$ cat src/rtl/stack_ctrl_pkg.sv
// Shared codes for the stack controller: command encodings, RAM op codes and FSM states.
package stack_ctrl_pkg;

  localparam int STK_CMD_LEN = 2;
  localparam int RAM_OP_LEN  = 3;

  typedef enum logic [STK_CMD_LEN-1:0] {
    STK_CMD_PUSH = 2'd0,
    STK_CMD_POP  = 2'd1,
    STK_CMD_CALL = 2'd2,
    STK_CMD_RET  = 2'd3
  } stk_cmd_e;

  localparam logic [RAM_OP_LEN-1:0] OP_RAM_NOP     = 3'd0;
  localparam logic [RAM_OP_LEN-1:0] OP_RAM_WR_BYTE = 3'd1;
  localparam logic [RAM_OP_LEN-1:0] OP_RAM_WR_BIT  = 3'd2;

  typedef enum logic [2:0] {
    ST_IDLE = 3'd0,
    ST_WR1  = 3'd1,
    ST_WR2  = 3'd2,
    ST_RD1  = 3'd3,
    ST_RD2  = 3'd4,
    ST_DONE = 3'd5
  } stk_state_e;

  function automatic logic is_write_cmd(input logic [STK_CMD_LEN-1:0] cmd);
    return (cmd == STK_CMD_PUSH) || (cmd == STK_CMD_CALL);
  endfunction

endpackage

$ cat src/rtl/stack_ctrl.sv
// 8051 stack pointer owner: turns PUSH/POP/CALL/RET into single-byte internal RAM accesses.
module stack_ctrl
  import stack_ctrl_pkg::*;
#(
  parameter int                ADDR_W   = 8,
  parameter logic [ADDR_W-1:0] SP_RESET = 8'h07
) (
  input  logic                   i_clk,
  input  logic                   i_rst_n,
  input  logic                   i_req,
  input  logic [STK_CMD_LEN-1:0] i_cmd,
  input  logic [15:0]            i_wdata,
  input  logic                   i_sp_we,
  input  logic [ADDR_W-1:0]      i_sp_wdata,
  input  logic [7:0]             i_ram_byte,
  output logic                   o_ready,
  output logic                   o_done,
  output logic [15:0]            o_rdata,
  output logic [ADDR_W-1:0]      o_sp,
  output logic                   o_ovf,
  output logic                   o_unf,
  output logic                   o_sp_wr_lost,
  output logic [ADDR_W-1:0]      o_ram_addr,
  output logic [7:0]             o_ram_wr_byte,
  output logic [RAM_OP_LEN-1:0]  o_ram_op,
  output logic [ADDR_W-1:0]      o_ram_addr_r
);

  stk_state_e        state_q, state_d;
  logic [ADDR_W-1:0] sp_q, sp_d;
  logic [15:0]       rdata_q, rdata_d;
  logic              ovf_q, unf_q, lost_q;
  stk_cmd_e          cmd_q;
  logic [15:0]       wdata_q;
  logic [7:0]        rhi_q;
  logic              accept, wr_st, rd_st;

  always_comb begin
    state_d       = state_q;
    sp_d          = sp_q;
    rdata_d       = rdata_q;
    o_ready       = 1'b0;
    o_done        = 1'b0;
    o_ram_op      = OP_RAM_NOP;
    o_ram_addr    = '0;
    o_ram_wr_byte = '0;
    o_ram_addr_r  = '0;
    accept        = 1'b0;
    wr_st         = 1'b0;
    rd_st         = 1'b0;
    case (state_q)
      ST_IDLE: begin
        o_ready = !i_sp_we;
        if (i_sp_we) begin
          sp_d = i_sp_wdata;
        end else if (i_req) begin
          accept  = 1'b1;
          state_d = is_write_cmd(i_cmd) ? ST_WR1 : ST_RD1;
        end
      end
      ST_WR1: begin
        wr_st         = 1'b1;
        o_ram_op      = OP_RAM_WR_BYTE;
        o_ram_addr    = sp_q + 1'b1;
        o_ram_wr_byte = wdata_q[7:0];
        sp_d          = sp_q + 1'b1;
        state_d       = (cmd_q == STK_CMD_CALL) ? ST_WR2 : ST_DONE;
      end
      ST_WR2: begin
        wr_st         = 1'b1;
        o_ram_op      = OP_RAM_WR_BYTE;
        o_ram_addr    = sp_q + 1'b1;
        o_ram_wr_byte = wdata_q[15:8];
        sp_d          = sp_q + 1'b1;
        state_d       = ST_DONE;
      end
      ST_RD1: begin
        rd_st        = 1'b1;
        o_ram_addr_r = sp_q;
        sp_d         = sp_q - 1'b1;
        // RET stages the high byte so o_rdata only changes on completion
        if (cmd_q == STK_CMD_RET) begin
          state_d = ST_RD2;
        end else begin
          rdata_d = {8'h00, i_ram_byte};
          state_d = ST_DONE;
        end
      end
      ST_RD2: begin
        rd_st        = 1'b1;
        o_ram_addr_r = sp_q;
        sp_d         = sp_q - 1'b1;
        rdata_d      = {rhi_q, i_ram_byte};
        state_d      = ST_DONE;
      end
      ST_DONE: begin
        o_done  = 1'b1;
        state_d = ST_IDLE;
      end
      default: state_d = ST_IDLE;
    endcase
  end

  always_ff @(posedge i_clk or negedge i_rst_n) begin
    if (!i_rst_n) begin
      state_q <= ST_IDLE;
      sp_q    <= SP_RESET;
      rdata_q <= '0;
      ovf_q   <= 1'b0;
      unf_q   <= 1'b0;
      lost_q  <= 1'b0;
    end else begin
      state_q <= state_d;
      sp_q    <= sp_d;
      rdata_q <= rdata_d;
      ovf_q   <= wr_st && (sp_q == '1);
      unf_q   <= rd_st && (sp_q == '0);
      lost_q  <= lost_q | (i_sp_we && (state_q != ST_IDLE));
    end
  end

  always_ff @(posedge i_clk) begin
    if (accept) begin
      cmd_q   <= stk_cmd_e'(i_cmd);
      wdata_q <= i_wdata;
    end
    if (state_q == ST_RD1) rhi_q <= i_ram_byte;
  end

  assign o_rdata      = rdata_q;
  assign o_sp         = sp_q;
  assign o_ovf        = ovf_q;
  assign o_unf        = unf_q;
  assign o_sp_wr_lost = lost_q;

endmodule

$ cat config.mk
export PLATFORM = sky130hd
export DESIGN_NAME = stack_ctrl
export DESIGN_NICKNAME = d
export VERILOG_FILES = /design/src/rtl/stack_ctrl_pkg.sv /design/src/rtl/stack_ctrl.sv
export SDC_FILE = /design/constraint.sdc
export NUM_CORES = 1
export LEC_CHECK = 0
export BUFFER_PORTS_ARGS = -buffer_cell sky130_fd_sc_hd__buf_4
export CAP_MARGIN = 20
export CORE_UTILIZATION = 50
export CTS_CLUSTER_DIAMETER = 60
export DETAILED_ROUTE_END_ITERATION = 8
export PLACE_DENSITY = 0.79
export SYNTH_ARGS = -nofsm -noshare
export SYNTH_HDL_FRONTEND = slang
export SYNTH_SLANG_ARGS = --single-unit
export TNS_END_PERCENT = 50
$ cat constraint.sdc
create_clock -name i_clk -period 3.8 [get_ports i_clk]
set_clock_uncertainty 0.15 [all_clocks]
set_input_delay 0.95 -clock i_clk [delete_from_list [all_inputs] [get_ports i_clk]]
set_output_delay 0.95 -clock i_clk [all_outputs]
set_load 0.005 [all_outputs]
==> results of run 1 <==
==> power by group through the flow <==
stage | logic (mW) | registers, mW | clock network, mW
finish | 1.37 | 1.04 | 0.312
detailed placement | 1.37 | 1.05 | 0
global route | 1.52 | 1.07 | 0.345
global placement | 1.34 | 1.04 | 0
CTS | 1.38 | 1.04 | 0.323
floorplan | 0.934 | 0.938 | 0
==> layout make-up <==
type                    count  area, um^2  area share
clock buffers               5        68.8      0.0194
clock inverters             3        17.5     0.00494
inverters                   7        26.3     0.00740
multi-input cells         169        1100       0.310
flip-flops and latches     56        1540       0.433
well taps                  70        87.6      0.0247
repair buffers             95         713       0.201
==> through the flow <==
stage           util  cells  total power [mW]  hold WS [ns]  worst slack [ns]
6_report       0.677    405              2.72         0.316             0.452
3_5_place_dp   0.661    397              2.42         0.309             0.808
5_1_grt        0.677    405              2.93         0.341             0.225
2_1_floorplan      -    253              1.87         0.299              1.17
4_1_cts        0.677    405              2.74         0.324             0.459
3_3_place_gp   0.661    397              2.38         0.303             0.832
==> routing by layer <==
layer | global-route usage | routed length, um | part of all wire | vias to the layer above
met4 | 0.0769 | 80 | 0.013 | 0
met3 | 0.0467 | 332 | 0.053 | 8
met2 | 0.381 | 3230 | 0.52 | 84
li1 | - | - | - | 1072
met1 | 0.279 | 2610 | 0.42 | 1097
met5 | 0 | 0 | 0 | -
==> Yosys cell counts (3+ instances only) <==
cell | n | share of area
nor2_1 | 32 | 0.043
dfrtp_1 | 27 | 0.24
edfxtp_1 | 26 | 0.28
o21ai_0 | 11 | 0.020
a21oi_1 | 9 | 0.016
mux2_2 | 9 | 0.036
nand2_1 | 9 | 0.012
a22o_1 | 8 | 0.025
a22oi_1 | 8 | 0.022
and2_1 | 8 | 0.018
buf_2 | 8 | 0.014
nor3_1 | 8 | 0.014
inv_1 | 6 | 0.0081
nor2b_1 | 6 | 0.014
buf_4 | 5 | 0.014
clkbuf_1 | 5 | 0.0068
xor2_1 | 5 | 0.016
nand3_1 | 4 | 0.0072
a211oi_1 | 3 | 0.0081
dfstp_2 | 3 | 0.028
ha_1 | 3 | 0.014
nor3b_1 | 3 | 0.0081
o21a_1 | 3 | 0.0081
or3_1 | 3 | 0.0068
==> kinds of logic (layout without fill, tap and decap cells) <==
family	after synthesis	after routing	share of synthesized area
buffers and inverters	28	110	0.0536
flip-flops	56	56	0.552
other	1	2	0.00135
adder cells (fa/ha/maj)	4	4	0.0171
AND/OR/NAND/NOR	86	86	0.157
multiplexers	11	11	0.0437
XOR/XNOR	5	5	0.0158
AO/OA/AOI/OAI	61	61	0.159
==> sequential cells by signal, summed over array words and instances, names as in the netlist <==
name and flops:
o_sp_wr_lost 1, state_q 3, o_ovf 1, o_sp 8, rhi_q 8, wdata_q 16
o_unf 1, cmd_q 2, o_rdata 16
==> worst max path at each step <==
stage          startpoint            end  slack, ns  depth (start not counted)
2_1_floorplan     i_sp_we       cmd_q[0]       1.17                          3
3_3_place_gp   state_q[1]  o_ram_addr[2]       0.83                          5
3_5_place_dp   state_q[1]  o_ram_addr[2]       0.81                          5
4_1_cts        state_q[1]  o_ram_addr[7]       0.46                          5
5_1_grt        state_q[1]  o_ram_addr[7]       0.23                          5
6_report       state_q[1]  o_ram_addr[7]       0.45                          5
==> out/metrics.yaml, run 1 <==
sta:
  rsz0062_at_grt: "no"
  setup_tns_ns: 0
  worst_slew_pin_slew_ns: 0.776
  setup_viol: 0
  period_minus_slack_ns: 3.35
  finalHoldViolCount: 0
  period_share: 0.881
  fmax_ghz: 0.299
  drv_slew: 0
  relSlewSlack: 0.482
finish:
  layout_common_cells: "buf_4, nor2_1, dfrtp_1"
  diodes: 0
  drive_above_1_share: 0.367
  final_area_mm2: 0.00355
  area_growth_pct: 27.6
  n_fill_cell: 430
  mostFrequentLayoutCell: "buf_4"
  nets: 375
detailed_routing:
  finalWirelength_um: 6250
  dr.pass1.iters: 5
  ant_nets: 0
  vias_per_cell: 5.58
  drcViolationCount: 0
  routedWlPerCell_um: 15.4
  vias: 2261
  first_iter_violations: 130
global_route:
  grt_max_degree: 31
  grt.overflow.total: 0
  grt_antenna_before_repair: 0
  grt_pass1_wl_um: 10300
  grt_pass1_vias: 2247
  grtUsageTotal: 0.223
setup_path:
  end_kind: "output port"
  reg2reg_depth: 4
  critPathTopFamily: "simple AND/OR/NAND/NOR gates"
  worstReg2RegEnd: "o_rdata[2]"
  path_cells: "nor2b_1, o21bai_4, inv_2, and2_1, buf_4"
  cp_max_fo: 16
  cp_slowest_stage_delay_ns: 0.69
  reg2reg_slack_ns: 1.38
  cp.arrival_ns: 2.25
  start_kind: "flop"
  path_buf_inv: 2
  rr_startpoint: "state_q[0]"
  crit_slowest_cell: "nor2b_1"
  criticalPathCategory: "reg -> out"
  worstPathRequired_ns: 2.70
die:
  boundaryPins: 94
  start_util: 0.531
  row_count: 26
  die_h_um: 76.6
  fp.dieW_um: 76.6
  core-area_mm2: 0.00524
  die-area_mm2: 0.00586
synth:
  syn-instance-count: 252
  synthArstFlopShare: 0.536
  netlist_area_mm2: 0.00278
  synth-seq-cells: 56
  synth_edf_count: 26
  ys_warn_count: 0
  synth.avg_cell_area_um2: 11.0
  synth-main-ff-cell: "dfrtp_1"
  ys_types: 55
  seq_area_frac_synth: 0.552
placement:
  gp_congestion: 0.869
  numPortBuffers: 91
  postPlaceCellArea_mm2: 0.00346
  dp_hpwl_um: 4550
clock_tree:
  post-cts-setup-buffer-count: 0
  holdBufCountCts: 0
  cts_sinks: 56
  h-tree-depth: 2
  cts_resized: 0
  clk_latency_ns: 0.30
  clk_pin_slew_ns: 0.10
  cts_root_buffer: "clkbuf_8"
  cts_tree: "yes"
  numCtsBuffers: 5
  clockBufferDepth: 2
pwr:
  vdd_drop_max_uv: 490
  combPwrFrac: 0.503
  p_sw_frac: 0.390
  p_seq_frac: 0.382
  p_int_mw: 1.66
  powerDensity_mw_per_mm2: 767
  switching_power_mw: 1.06
  p_clk_frac: 0.115
  leakage_nw: 1.57
outcome:
  status: "complete, no violations"
hold_path:
  hp-start: "rhi_q[2]"
  hold_path_class: "reg -> reg"
  min_to: "o_rdata[10]"
  hold_path_depth: 1
job:
  cap_violations: 0
Note: power is estimated with default switching activity, not from simulation.
==> run 2, diff against run 1 <==
--- a/config.mk
+++ b/config.mk
@@ -11,6 +11,7 @@
 export CTS_CLUSTER_DIAMETER = 60
 export DETAILED_ROUTE_END_ITERATION = 8
 export PLACE_DENSITY = 0.79
+export REMOVE_ABC_BUFFERS = 1
 export SYNTH_ARGS = -nofsm -noshare
 export SYNTH_HDL_FRONTEND = slang
 export SYNTH_SLANG_ARGS = --single-unit
==> run 2 against run 1 <==
  * Clock power is 12% higher
  * Sequential share of layout area is 0.17 points lower
  * Non-clock buffer count stayed put
  * Sequential cell count stayed put
  * Final area is 0.39% higher
  * Cell count stayed put
  * Critical path type unchanged
  * Highest routed layer unchanged
==> out/metrics.yaml, run 2 (synthesized netlist as in run 1, its figures left out) <==
outcome:
  status: "complete, no violations"
detailed_routing:
  vias: 2206
  route.top_layer_used: "met4"
  ant_nets: 0
  dr.pass1.iters: 4
  drcViolationCount: 0
  finalWirelength_um: 6210
  wl_met3_um: 330
  first_iter_violations: 166
  met1_length_um: 2720
  routedWlPerCell_um: 15.3
  wl_met2_um: 3120
  vias_per_cell: 5.45
sta:
  rsz0062_at_grt: "no"
  worst_slew_pin_slew_ns: 0.803
  drv_slew: 0
  relSlewSlack: 0.465
  period_share: 0.894
  fmax_ghz: 0.294
  finalHoldViolCount: 0
  setup_tns_ns: 0
  setup_viol: 0
  period_minus_slack_ns: 3.40
finish:
  n_fill_cell: 411
  nets: 375
  area_growth_pct: 28.1
  drive_above_1_share: 0.370
  final_cells: 405
  multi_input_area_mm2: 0.00110
  diodes: 0
  final_area_mm2: 0.00356
  layout_common_cells: "buf_4, nor2_1, dfrtp_1"
  final-seq-area_mm2: 0.00154
  mostFrequentLayoutCell: "buf_4"
global_route:
  grt.overflow.total: 0
  grt_antenna_before_repair: 0
  grtUsageTotal: 0.219
  grt_max_degree: 31
  grt_pass1_vias: 2125
  grt_pass1_wl_um: 10100
pwr:
  switching_power_mw: 1.08
  p_int_mw: 1.68
  p_sw_frac: 0.390
  leakage_nw: 1.57
  p_clk_frac: 0.127
  combPwrFrac: 0.497
  vdd_drop_max_uv: 454
  p_seq_frac: 0.376
  powerDensity_mw_per_mm2: 776
clock_tree:
  clk_latency_ns: 0.31
  clk_pin_slew_ns: 0.10
  cts_root_buffer: "clkbuf_8"
  holdBufCountCts: 0
  numCtsBuffers: 5
  cts_sinks: 56
  clockBufferDepth: 2
  post-cts-setup-buffer-count: 0
  cts_tree: "yes"
  cts_resized: 0
  h-tree-depth: 2
setup_path:
  criticalPathCategory: "reg -> out"
  end_kind: "output port"
  cp.arrival_ns: 2.30
  cp_slowest_stage_delay_ns: 0.68
  worstPathRequired_ns: 2.70
  reg2reg_slack_ns: 1.37
  cp_max_fo: 16
  crit_slowest_cell: "nor2b_1"
  path_cells: "nor2b_1, o21bai_4, inv_2, and2_1, buf_4"
  start_kind: "flop"
die:
  row_count: 26
  die_h_um: 76.6
  core-area_mm2: 0.00524
  start_util: 0.531
  fp.dieW_um: 76.6
  boundaryPins: 94
  die-area_mm2: 0.00586
placement:
  postPlaceCellArea_mm2: 0.00346
  numPortBuffers: 91
  place_inst: 397
  dp_hpwl_um: 4390
  gp_congestion: 0.804
hold_path:
  hold_path_class: "reg -> reg"
job:
  cap_violations: 0
[run 2: final cells by class]
cell class | instances | share of cell area
Sequential cell | 56 | 0.431
Multi-Input combinational cell | 169 | 0.309
Timing Repair Buffer | 95 | 0.200
Tap cell | 70 | 0.0246
Clock buffer | 6 | 0.0232
Inverter | 7 | 0.00738
Clock inverter | 2 | 0.00492
[run 2: critical path, delay by kind of cell (launching register included)]
| kind | cells | cell delay, ns |
|---|---|---|
| AO/OA/AOI/OAI | 1 | 0.26 |
| flip-flops | 1 | 0.62 |
| buffers and inverters | 2 | 0.28 |
| AND/OR/NAND/NOR | 2 | 0.83 |
[run 2: power groups by stage]
stage               logic [mW]  registers (mW)  clock network [mW]
global placement          1.34            1.04                   0
floorplan                0.752            1.02                   0
detailed placement        1.36            1.05                   0
finish                    1.37            1.04               0.350
CTS                       1.37            1.04               0.359
global route              1.50            1.07               0.374
[run 2: worst paths after layout]
check / start / end / depth (start not counted)
setup / recovery: state_q[1] / o_ram_addr[2] / 5
hold / removal: rhi_q[6] / o_rdata[14] / 1
setup reg to reg: state_q[0] / o_rdata[1] / 4
hold reg to reg: rhi_q[6] / o_rdata[14] / 1
max in group asynchronous: i_rst_n / o_sp[2] / 1
min in group asynchronous: i_rst_n / o_sp_wr_lost / 1
[run 2: metal layers]
layer	vias up	GRT usage
li1	1069	-
met4	0	0.0615
met1	1049	0.275
met5	-	0
met2	82	0.379
met3	6	0.0503
[run 2: through the flow]
stage / hold WS (ns) / power (mW) / setup WS (ns) / utilization
after floorplan: 0.299 / 1.77 / 0.817 / -
after global placement: 0.290 / 2.38 / 0.858 / 0.661
after detailed placement: 0.298 / 2.41 / 0.771 / 0.661
after CTS: 0.329 / 2.77 / 0.423 / 0.680
after global routing: 0.342 / 2.95 / 0.272 / 0.680
final: 0.328 / 2.76 / 0.403 / 0.680
==> run 3, diff against run 2 <==
--- a/config.mk
+++ b/config.mk
@@ -7,10 +7,12 @@
 export LEC_CHECK = 0
 export BUFFER_PORTS_ARGS = -buffer_cell sky130_fd_sc_hd__buf_4
 export CAP_MARGIN = 20
-export CORE_UTILIZATION = 50
+export CELL_PAD_IN_SITES_DETAIL_PLACEMENT = 1
+export CELL_PAD_IN_SITES_GLOBAL_PLACEMENT = 1
+export CORE_UTILIZATION = 41
 export CTS_CLUSTER_DIAMETER = 60
 export DETAILED_ROUTE_END_ITERATION = 8
-export PLACE_DENSITY = 0.79
+export PLACE_DENSITY_LB_ADDON = 0.1
 export REMOVE_ABC_BUFFERS = 1
 export SYNTH_ARGS = -nofsm -noshare
 export SYNTH_HDL_FRONTEND = slang
==> run 3 against run 2 <==
  * Maximum frequency fell by 2.0%
  * Register-to-register slack lost 0.12 ns
  * Largest power group unchanged
  * Die area grew 21%
  * Core utilization is 12 points lower
  * Via count up 2.6%
  * Setup slack got worse by 0.068 ns
  * Global-route usage is 0.63 points lower
  * The run now ends with design-rule violations left
  * Highest routed layer unchanged
  * Sequential share of layout area is 0.39 points lower
  * Sequential cell count is the same
  * Clock power rose by 13%
==> out/metrics.yaml, run 3 (synthesized netlist as in run 1, its figures left out) <==
die:
  core-area_mm2: 0.00646
  die-area_mm2: 0.00711
  start_util: 0.430
  row_count: 29
  fp.dieW_um: 84.3
  die_h_um: 84.3
  boundaryPins: 94
hold_path:
  hold_path_depth: 1
  hp-start: "o_sp_wr_lost"
  min_to: "o_sp_wr_lost"
  hold_path_class: "reg -> reg"
detailed_routing:
  ant_nets: 0
  finalWirelength_um: 7410
  drcViolationCount: 12
  routedWlPerCell_um: 17.9
  vias: 2264
  first_iter_violations: 121
  dr.pass1.iters: 6
  vias_per_cell: 5.48
placement:
  preCtsSetupSlack_ns: 0.690
  dp_hpwl_um: 5300
  numPortBuffers: 91
  place_inst: 405
  postPlaceCellArea_mm2: 0.00348
  gp_congestion: 0.801
setup_path:
  cp.arrival_ns: 2.36
  critPathTopFamily: "simple AND/OR/NAND/NOR gates"
  path_cells: "nor2b_1, o21bai_4, inv_2, and2_1, buf_4"
  reg2reg_depth: 5
  cp_slowest_stage_delay_ns: 0.73
  start_kind: "flop"
  worstReg2RegEnd: "o_rdata[1]"
  path_buf_inv: 2
  end_kind: "output port"
  worstPathRequired_ns: 2.70
  reg2reg_slack_ns: 1.25
  crit_slowest_cell: "nor2b_1"
  rr_startpoint: "state_q[2]"
  criticalPathCategory: "reg -> out"
  cp_max_fo: 16
global_route:
  grt_antenna_before_repair: 0
  grt.overflow.total: 0
  grt_max_degree: 31
  grt_pass1_wl_um: 11800
  grt_pass1_vias: 2287
  grtUsageTotal: 0.213
pwr:
  powerDensity_mw_per_mm2: 798
  leakage_nw: 1.58
  vdd_drop_max_uv: 362
clock_tree:
  cts_sinks: 56
  clockBufferDepth: 2
  clk_latency_ns: 0.31
  holdBufCountCts: 0
  numCtsBuffers: 5
  post-cts-setup-buffer-count: 0
  clk_pin_slew_ns: 0.10
  cts_resized: 0
  cts_tree: "yes"
  cts_root_buffer: "clkbuf_8"
  h-tree-depth: 2
finish:
  diodes: 0
  multi_input_area_mm2: 0.00110
  area_growth_pct: 29.3
  nets: 376
  mostFrequentLayoutCell: "buf_4"
  final-seq-area_mm2: 0.00154
  final_cells: 413
  n_fill_cell: 729
  final_area_mm2: 0.00359
  layout_common_cells: "buf_4, nor2_1, dfrtp_1"
  drive_above_1_share: 0.375
sta:
  worst_slew_pin_slew_ns: 0.817
  setup_ws_ns: 0.335
  rsz0062_at_grt: "no"
  fmax_ghz: 0.289
  period_share: 0.912
  relSlewSlack: 0.455
  finalHoldViolCount: 0
  period_minus_slack_ns: 3.46
  setup_tns_ns: 0
  setup_viol: 0
  drv_slew: 0
outcome:
  failed_checks: "design-rule violations"
  status: "finished, violations left"
job:
  cap_violations: 0
## run 3: cell count changes in the layout (fill, tap and decap cells not counted), sizes merged
cell	before	now
inv	9	7
clkinv	0	1
clkinvlp	0	1
buf	95	96
bufinv	0	1
clkbuf	6	5
## run 3: final cells by class
class	instances	area share
flip-flops and latches	56	0.427
clock inverters	3	0.0118
inverters	7	0.00731
multi-input cells	169	0.307
clock buffers	5	0.0191
well taps	77	0.0268
repair buffers	96	0.200
## run 3: worst register-to-register path: stages, from the launching register on
cell,delay (ns)
dfrtp_1,0.68
nand3b_1,0.23
inv_1,0.23
a21oi_2,0.55
buf_4,0.26
mux2_2,0.33
## run 3: stage by stage
step            util  power, mW  hold slack, ns
2_1_floorplan      -       1.77           0.299
3_3_place_gp   0.539       2.43           0.290
3_5_place_dp   0.539       2.48           0.300
4_1_cts        0.557       2.89           0.322
5_1_grt        0.557       3.05           0.352
6_report       0.557       2.87           0.318
## run 3: routing by layer
layer	track usage	wire length, um	vias up
met1	0.270	3130	1126
met5	0	0	-
met2	0.377	3830	66
met4	0.0539	61	0
met3	0.0413	395	5
li1	-	-	1067
## run 3: power by group
part | switching (mW) | internal (mW) | leakage, nW
clock | 0.202 | 0.195 | 0.0541
combinational | 0.687 | 0.719 | 0.929
sequential | 0.245 | 0.821 | 0.597
total | 1.13 | 1.74 | 1.58
## run 3: worst max-delay path by stage
| stage | startpoint | end | slack [ns] | cells after the start |
|---|---|---|---|---|
| after CTS | state_q[1] | o_ram_addr[7] | 0.32 | 5 |
| after global placement | state_q[1] | o_ram_addr[7] | 0.75 | 5 |
| final | state_q[1] | o_ram_addr[7] | 0.34 | 5 |
| after global routing | state_q[1] | o_ram_addr[7] | 0.15 | 5 |
| after detailed placement | state_q[1] | o_ram_addr[7] | 0.69 | 5 |
| after floorplan | state_q[2] | o_ram_addr_r[0] | 0.82 | 3 |
